File: config.mk
export PLATFORM = sky130hd
export DESIGN_NAME = fuzzy_rules_seq
export DESIGN_NICKNAME = d
export VERILOG_FILES = /design/src/rtl/fuzzy_rules_seq.sv
export SDC_FILE = /design/constraint.sdc
export NUM_CORES = 1
export LEC_CHECK = 0
export CAP_MARGIN = 15
export CORE_MARGIN = 1
export CORE_UTILIZATION = 43
export CTS_CLUSTER_SIZE = 10
export DETAILED_ROUTE_END_ITERATION = 7
export PLACE_DENSITY = 0.71
export SETUP_SLACK_MARGIN = 0.1
export SYNTH_ARGS = -nofsm -noshare
export SYNTH_HDL_FRONTEND = slang
export SYNTH_SLANG_ARGS = --single-unit
File: constraint.sdc
create_clock -name clk -period 11.5 [get_ports clk]
set_clock_uncertainty 0.2 [all_clocks]
set_input_delay 1.725 -clock clk [delete_from_list [all_inputs] [get_ports clk]]
set_output_delay 1.725 -clock clk [all_outputs]
set_load 0.005 [all_outputs]
File: src/rtl/fuzzy_rules_seq.sv
// fuzzy_rules_seq: sequential NT x ND fuzzy rule evaluator.
// One rule is evaluated per cycle. Each rule strength is aggregated by max
// into the consequent class chosen by a runtime rule map. The strongest
// single rule and its index are tracked alongside the aggregation.
// Optional macro FUZZY_PROD_AND_EN selects the algebraic-product AND
// (upper half of the 2W-bit product). The default AND is unsigned min.
module fuzzy_rules_seq #(
    parameter int W  = 16,
    parameter int NT = 3,
    parameter int ND = 3,
    parameter int NC = 3,
    localparam int CW  = (NC > 1) ? $clog2(NC) : 1,
    localparam int NR  = NT * ND,
    localparam int RW  = (NR > 1) ? $clog2(NR) : 1,
    localparam int TIW = (NT > 1) ? $clog2(NT) : 1,
    localparam int DJW = (ND > 1) ? $clog2(ND) : 1
) (
    input  logic             clk,
    input  logic             rst_n,
    input  logic             in_valid,
    output logic             in_ready,
    input  logic [NT*W-1:0]  muT,
    input  logic [ND*W-1:0]  muD,
    input  logic [NR*CW-1:0] rule_map,
    output logic             out_valid,
    input  logic             out_ready,
    output logic [NC*W-1:0]  w_cons,
    output logic [W-1:0]     w_max,
    output logic [RW-1:0]    win_idx,
    output logic             busy
);

    typedef enum logic [1:0] {S_IDLE, S_EVAL, S_DONE} state_t;

    state_t          state_q, state_d;
    logic [RW-1:0]   r_q;
    logic [TIW-1:0]  i_q;
    logic [DJW-1:0]  j_q;
    logic [W-1:0]    mut_q [NT];
    logic [W-1:0]    mud_q [ND];
    logic [CW-1:0]   map_q [NR];
    logic [W-1:0]    acc_q [NC];
    logic [W-1:0]    wmax_q;
    logic [RW-1:0]   win_q;

    logic            accept;
    logic            eval;
    logic            last_rule;
    logic [W-1:0]    t_deg;
    logic [W-1:0]    d_deg;
    logic [W-1:0]    s;
    logic [CW-1:0]   cls;

    assign accept    = in_valid && (state_q == S_IDLE);
    assign eval      = (state_q == S_EVAL);
    assign last_rule = (r_q == RW'(NR - 1));

    assign t_deg = mut_q[i_q];
    assign d_deg = mud_q[j_q];
    assign cls   = map_q[r_q];

`ifdef FUZZY_PROD_AND_EN
    logic [2*W-1:0] prod;
    assign prod = {{W{1'b0}}, t_deg} * {{W{1'b0}}, d_deg};
    assign s    = prod[2*W-1:W];
`else
    assign s = (t_deg < d_deg) ? t_deg : d_deg;
`endif

    // State register
    always_ff @(posedge clk or negedge rst_n) begin
        if (!rst_n) state_q <= S_IDLE;
        else        state_q <= state_d;
    end

    // Next-state logic: accept -> walk all rules -> hold result until taken
    always_comb begin
        state_d = state_q;
        case (state_q)
            S_IDLE:  if (in_valid)  state_d = S_EVAL;
            S_EVAL:  if (last_rule) state_d = S_DONE;
            S_DONE:  if (out_ready) state_d = S_IDLE;
            default: state_d = S_IDLE;
        endcase
    end

    // Handshake and status outputs decoded from the state
    always_comb begin
        in_ready  = 1'b0;
        out_valid = 1'b0;
        busy      = 1'b0;
        case (state_q)
            S_IDLE:  in_ready = 1'b1;
            S_EVAL:  busy = 1'b1;
            S_DONE:  begin out_valid = 1'b1; busy = 1'b1; end
            default: in_ready = 1'b0;
        endcase
    end

    // Rule counter, kept as flat index plus (i, j) to avoid a divider
    always_ff @(posedge clk or negedge rst_n) begin
        if (!rst_n) begin
            r_q <= '0;
            i_q <= '0;
            j_q <= '0;
        end else if (accept) begin
            r_q <= '0;
            i_q <= '0;
            j_q <= '0;
        end else if (eval && !last_rule) begin
            r_q <= r_q + 1'b1;
            if (j_q == DJW'(ND - 1)) begin
                j_q <= '0;
                i_q <= i_q + 1'b1;
            end else begin
                j_q <= j_q + 1'b1;
            end
        end
    end

    genvar gi;

    generate
        for (gi = 0; gi < NT; gi++) begin : g_mut
            // Latch temperature degree gi at accept
            always_ff @(posedge clk or negedge rst_n) begin
                if (!rst_n)      mut_q[gi] <= '0;
                else if (accept) mut_q[gi] <= muT[gi*W +: W];
            end
        end

        for (gi = 0; gi < ND; gi++) begin : g_mud
            // Latch delta degree gi at accept
            always_ff @(posedge clk or negedge rst_n) begin
                if (!rst_n)      mud_q[gi] <= '0;
                else if (accept) mud_q[gi] <= muD[gi*W +: W];
            end
        end

        for (gi = 0; gi < NR; gi++) begin : g_map
            // Latch rule-map entry gi at accept
            always_ff @(posedge clk or negedge rst_n) begin
                if (!rst_n)      map_q[gi] <= '0;
                else if (accept) map_q[gi] <= rule_map[gi*CW +: CW];
            end
        end

        for (gi = 0; gi < NC; gi++) begin : g_acc
            // Max-aggregate into class gi; out-of-range map entries match no class
            always_ff @(posedge clk or negedge rst_n) begin
                if (!rst_n)
                    acc_q[gi] <= '0;
                else if (accept)
                    acc_q[gi] <= '0;
                else if (eval && (cls == CW'(gi)) && (s > acc_q[gi]))
                    acc_q[gi] <= s;
            end
            assign w_cons[gi*W +: W] = acc_q[gi];
        end
    endgenerate

    // Strongest rule tracker; strict compare keeps the lowest index on ties
    always_ff @(posedge clk or negedge rst_n) begin
        if (!rst_n) begin
            wmax_q <= '0;
            win_q  <= '0;
        end else if (accept) begin
            wmax_q <= '0;
            win_q  <= '0;
        end else if (eval && (s > wmax_q)) begin
            wmax_q <= s;
            win_q  <= r_q;
        end
    end

    assign w_max   = wmax_q;
    assign win_idx = win_q;

endmodule

==> flow_summary.yaml, run 1 <==
sta:
  tns_ns: 0
  worst_pin_slew_ns: 1.12
  min_period_over_period: 0.589
  min_period_ns: 6.77
  drv_slew: 0
  rsz0062_at_grt: "no"
  fmax_ghz: 0.148
  final-setup-viol-count: 0
  final_hold_viol_count: 0
  fin_ws_ns: 4.73
  slew-limit-headroom: 0.253
  whs_ns: 0.273
placement:
  hpwl_mm: 19.8
  gp_congestion: 0.889
  pre_cts_ws_ns: 4.18
  io_buffers: 188
yosys:
  syn_nets: 1399
  yosys_warnings: 0
  yosysMostFrequentCell: "nand2_1"
  synthSimpleGateAreaFrac: 0.209
  synth_top_family_by_area: "simple AND/OR/NAND/NOR gates"
  synthArstFlopShare: 1.00
  synthCells: 1197
  syn_avg_cell_area_um2: 8.82
  ys_ff_latch: 192
  muxShareOfSynthArea: 0.0879
  synth-main-ff-cell: "dfrtp_1"
  synth_edf_count: 0
  synth_compound_area_frac: 0.0864
  yosys-top-cells-area: "dfrtp_1 45%, nand2_1 13%, ha_1 10%"
  synth.largest_area_cell: "dfrtp_1"
  synth_cell_types: 60
  syn-cell-area_um2: 10600
  synthXorXnorAreaFrac: 0.00415
  synth_top_area_frac: 0.455
  ys_seq_area_frac: 0.455
  ys_top_cells_by_count: "371 x nand2_1, 192 x dfrtp_1, 84 x ha_1, 84 x inv_1, 84 x mux2i_1"
  synth_fa_ha_area_frac: 0.0995
floorplanning:
  dieArea_um2: 25200
  io_pins: 189
  rows: 56
  dieWidth_um: 159
  die_height_um: 159
  core_area_um2: 23800
  initial_core_util: 0.445
critical_path:
  r2r_slack_ns: 4.73
  start_kind: "flip-flop"
  worstPathRequired_ns: 11.58
  cp-end-kind: "flip-flop"
  crit_type: "flip-flop to flip-flop"
  worstPathCellList: "nor2b_1 -> buf_4 -> a21oi_1 -> ha_1 -> and2_0 -> a221o_1 -> a221oi_1 -> o31a_1 -> mux2i_1 -> buf_4 -> ha_1 -> and4_1 -> nor2b_1 -> o311ai_0 -> nand3_1 -> o211ai_2 -> mux2i_1 -> nor2_1"
  cpLargestDelayFamily: "compound AO/OA/AOI/OAI gates"
  slowest_delay_ns: 0.97
  path_buf_inv: 2
  crit_arrival_ns: 6.85
  cp_slowest_cell: "dfrtp_1"
  cp_max_fo: 20
clocking:
  cts_buffer_depth: 2
  insertion_delay_ns: 0.43
  cts_resized: 0
  clk_pin_slew_ns: 0.07
  cts_tree: "yes"
  htreeDepth: 4
  post_cts_buffers: 0
  cts_buffers: 17
  cts.sinks: 192
  cts_root_buf: "clkbuf_16"
  cts_hold_buf: 0
pwr:
  p_per_area_nw_per_um2: 349
  p_sw_frac: 0.459
  p_comb_frac: 0.622
  intPower_mw: 2.51
  pwr-share-seq: 0.247
  report.power.total_mw: 4.65
  p_sw_mw: 2.14
  power.leakage_nw: 6.40
  ir_drop_v: 0.000150
  clkPwrFrac: 0.131
run_status:
  status: "finished, final reports clean"
cells_and_area:
  layout.nets: 1564
  antennaDiodeCount: 0
  drive_gt1_frac: 0.0480
  synthToLayoutAreaGrowth_pct: 26.2
  fillCellCount: 2139
drt:
  vias: 8664
  vias_per_cell: 5.11
  drt-pass1-iter-count: 5
  drt-total-wl_mm: 27.5
  post_drt_wl_per_cell_um: 16.3
  drtIter0Drc: 440
  ant_nets: 0
  drc_errors: 0
global_routing:
  antenna_found_initial: 0
  grt_use_total: 0.223
  grt_pass1_vias: 8475
  grt_max_degree: 102
  grt_pass1_wl_mm: 44.7
  grt.overflow.total: 0
min_path:
  hold_path_class: "flip-flop to flip-flop"
flow_run:
  maxCapViolations: 0
## logic make-up (layout without fill, tap and decap cells)
| kind of cell | Yosys count | after routing |
|---|---|---|
| xor gates and xnor gates | 5 | 5 |
| AOI/OAI and AO/OA | 142 | 142 |
| DFF | 192 | 192 |
| and+or+nand+nor | 538 | 538 |
| muxes | 89 | 89 |
| buffers and inverters | 147 | 325 |
| adders and majority gates | 84 | 84 |
## cells in the final DEF, fill, tap and decap left out, types with 3 or more instances in the layout
| cell type | n |
|---|---|
| dfrtp_1 | 192 |
| o21ai_1 | 3 |
| nor2_1 | 80 |
| o21ai_0 | 27 |
| and4_1 | 5 |
| nand4_1 | 12 |
| mux2i_1 | 84 |
| a21oi_1 | 50 |
| o21a_1 | 5 |
| ha_1 | 84 |
| inv_1 | 84 |
| nor2b_1 | 9 |
| clkdlybuf4s50_1 | 187 |
| buf_4 | 21 |
| nor3_1 | 3 |
| a211oi_1 | 5 |
| inv_6 | 5 |
| clkinvlp_4 | 4 |
| o31ai_1 | 17 |
| nand3_1 | 43 |
| a21o_1 | 10 |
| xor2_1 | 3 |
| a31oi_1 | 3 |
| nand2_1 | 370 |
| clkbuf_16 | 17 |
## final timing paths
check	to	from	cells past startpoint
setup / recovery	w_cons[27]	j_q[1]	18
max in group asynchronous	w_cons[29]	rst_n	3
hold / removal	map_q[10]	map_q[10]	2
setup reg to reg	w_cons[27]	j_q[1]	18
min in group asynchronous	mud_q[42]	rst_n	1
hold reg to reg	map_q[10]	map_q[10]	2
## registers in the layout, indices dropped and copies added (netlist names)
register,count
mud_q,48
mut_q,48
w_cons,48
map_q,18
w_max,16
r_q,4
win_idx,4
i_q,2
j_q,2
state_q,2
## tightest hold or removal path: cells and delay by family, from the launching register on
family	cells	cell delay (ns)
flip-flops	1	0.34
AND/OR/NAND/NOR	2	0.10
## metrics by stage
| step | cells | cell area (um2) | utilization |
|---|---|---|---|
| finish | 1694 | 13300 | 0.561 |
| global route | 1694 | 13300 | 0.561 |
| CTS | 1692 | 13300 | 0.560 |
| detailed placement | 1660 | 12700 | 0.535 |
| global placement | 1660 | 12700 | 0.535 |
| floorplan | 1197 | 10600 | - |
## power by group through the flow
stage                     Sequential, mW  Clock (mW)  Combinational (mW)
final                               1.15       0.608                2.89
after global routing                1.19       0.643                3.26
after CTS                           1.15       0.619                2.89
after detailed placement            1.16           0                2.87
after global placement              1.15           0                2.80
after floorplan                     1.08           0                2.00
## routing by layer
layer,part of all wire,up-vias,global-route usage
met5,0,-,0
met4,0.016,0,0.0640
met3,0.034,23,0.0287
met2,0.47,201,0.368
met1,0.48,4137,0.307
li1,-,4303,-
## layout make-up
class	instances	area (um2)	area share
clock buffer	17	425	0.0319
clock inverter	15	174	0.0130
inverter	84	315	0.0237
multi-input combinational	858	5170	0.388
sequential	192	4800	0.360
tap	319	399	0.0299
timing repair buffer	209	2040	0.153
No activity file was read; power rests on OpenSTA's default activity.
==> inputs of run 2 (changes only) <==
--- a/config.mk
+++ b/config.mk
@@ -10,7 +10,7 @@
 export CORE_UTILIZATION = 43
 export CTS_CLUSTER_SIZE = 10
 export DETAILED_ROUTE_END_ITERATION = 7
-export PLACE_DENSITY = 0.71
+export PLACE_DENSITY = 0.74
 export SETUP_SLACK_MARGIN = 0.1
 export SYNTH_ARGS = -nofsm -noshare
 export SYNTH_HDL_FRONTEND = slang
==> constraint.sdc (replaced) <==
create_clock -name clk -period 6.15 [get_ports clk]
set_clock_uncertainty 0.2 [all_clocks]
set_input_delay 0.9225 -clock clk [delete_from_list [all_inputs] [get_ports clk]]
set_output_delay 0.9225 -clock clk [all_outputs]
set_load 0.005 [all_outputs]
==> run 2 against run 1 <==
Sequential share of layout area fell by 0.17 points; clock power rose by 84%; non-clock buffer count rose by 11; register-to-register slack got worse by 4.0 ns; setup slack got worse by 4.0 ns; utilization rose by 0.27 points; die area did not move; largest cell class unchanged; global-route usage rose by 0.072 points; maximum frequency rose by 24%; count of clock-buffer cells in the layout rose by 3; sequential power rose by 83%; final cell count rose by 0.53%.
==> flow_summary.yaml, run 2 (synthesis results as in run 1) <==
pwr:
  p_per_area_nw_per_um2: 653
  report.power.total_mw: 8.74
  power.leakage_nw: 6.46
  ir_drop_v: 0.000335
sta:
  fmax_ghz: 0.183
  tns_ns: 0
  slew-limit-headroom: 0.328
  final-setup-viol-count: 0
  whs_ns: 0.275
  min_period_ns: 5.46
  fin_ws_ns: 0.694
  rsz0062_at_grt: "no"
  worst_pin_slew_ns: 1.01
  min_period_over_period: 0.887
  drv_slew: 0
  final_hold_viol_count: 0
floorplanning:
  die_height_um: 159
  rows: 56
  io_pins: 189
  core_area_um2: 23800
  initial_core_util: 0.445
  dieArea_um2: 25200
  dieWidth_um: 159
cells_and_area:
  fillCellCount: 2072
  layout.nets: 1575
  synthToLayoutAreaGrowth_pct: 26.8
  final_util: 0.564
  drive_gt1_frac: 0.0535
  final_common_cell: "nand2_1"
  most-common-layout-cells: "370 x nand2_1, 192 x dfrtp_1, 187 x clkdlybuf4s50_1"
  final_area_um2: 13400
  antennaDiodeCount: 0
  fin_cells: 1703
clocking:
  htreeDepth: 4
  post_cts_buffers: 0
  cts_resized: 0
  cts.sinks: 192
  insertion_delay_ns: 0.44
  cts_root_buf: "clkbuf_16"
  cts_buffer_depth: 2
  cts_tree: "yes"
  cts_buffers: 17
  clk_pin_slew_ns: 0.07
  cts_hold_buf: 0
min_path:
  hold_path_class: "flip-flop to flip-flop"
critical_path:
  cp_max_fo: 22
  start_kind: "flip-flop"
  slowest_delay_ns: 0.36
  worstPathCellList: "buf_4 -> nor2b_1 -> buf_4 -> a21oi_1 -> inv_1 -> ha_1 -> and2_0 -> a221o_1 -> a221oi_1 -> o31a_1 -> buf_4 -> mux2i_1 -> buf_4 -> ha_1 -> and4_1 -> nor2b_1 -> o311ai_0 -> nand3_1 -> o211ai_2 -> buf_4 -> mux2i_1 -> nor2_1"
  cp_slowest_cell: "dfrtp_1"
  cp_common_cell: "buf_4"
  worstPathRequired_ns: 6.25
  crit_arrival_ns: 5.56
  crit_type: "flip-flop to flip-flop"
  cp-end-kind: "flip-flop"
drt:
  post_drt_wl_per_cell_um: 16.2
  drc_errors: 0
  vias_per_cell: 5.18
  drt-pass1-iter-count: 5
  drt-total-wl_mm: 27.6
  ant_nets: 0
  vias: 8818
  drtIter0Drc: 554
global_routing:
  gr-usage-met1: 0.299
  grt_use_total: 0.224
  top_usage_layer: "met2"
  antenna_found_initial: 0
  grt_pass1_vias: 8670
  grt_pass1_wl_mm: 44.6
  grt.overflow.total: 0
  use_met3: 0.0421
  met2_usage: 0.366
  grt_max_degree: 95
placement:
  post_dp_cell_area_um2: 12800
  io_buffers: 188
  numPlacedInstances: 1673
  pre_cts_ws_ns: 0.752
  gp_congestion: 0.904
  hpwl_mm: 20.1
run_status:
  status: "finished, final reports clean"
flow_run:
  maxCapViolations: 0
==> run 2: per-layer routing <==
layer	routed length [um]	vias to the layer above
li1	-	4320
met1	12500	4180
met2	13000	279
met3	1530	39
met4	533	0
met5	0	-
==> run 2: area by class of cell <==
cell class	count	area (um2)	share of cell area
clock inverters	10	125	0.00934
multi-input cells	858	5170	0.386
well taps	319	399	0.0298
clock buffers	20	457	0.0341
inverters	84	315	0.0235
flip-flops and latches	192	4800	0.359
repair buffers	220	2130	0.159
==> run 2: power breakdown <==
| group | total, mW | switching [mW] | internal (mW) |
|---|---|---|---|
| combinational | 5.51 | 3.13 | 2.38 |
| sequential | 2.11 | 0.344 | 1.77 |
| clock | 1.12 | 0.495 | 0.623 |
| total | 8.74 | 3.97 | 4.77 |
==> run 2: critical path: cells and delay by family, from the launching register on <==
family	cells	cell delay (ns)
compound gates	6	1.55
buf+inv	6	1.23
simple gates	6	0.92
fa+ha+maj	2	0.56
mux	2	0.50
flops	1	0.36
==> run 2: final timing paths <==
| path | slack (ns) | cells past startpoint | startpoint | to |
|---|---|---|---|---|
| setup / recovery | 0.69 | 22 | i_q[0] | w_cons[17] |
| hold / removal | 0.27 | 2 | mut_q[13] | mut_q[13] |
| setup reg to reg | 0.69 | 22 | i_q[0] | w_cons[17] |
| hold reg to reg | 0.27 | 2 | mut_q[13] | mut_q[13] |
| max in group asynchronous | 4.15 | 2 | rst_n | w_cons[26] |
| min in group asynchronous | 0.32 | 1 | rst_n | mud_q[7] |
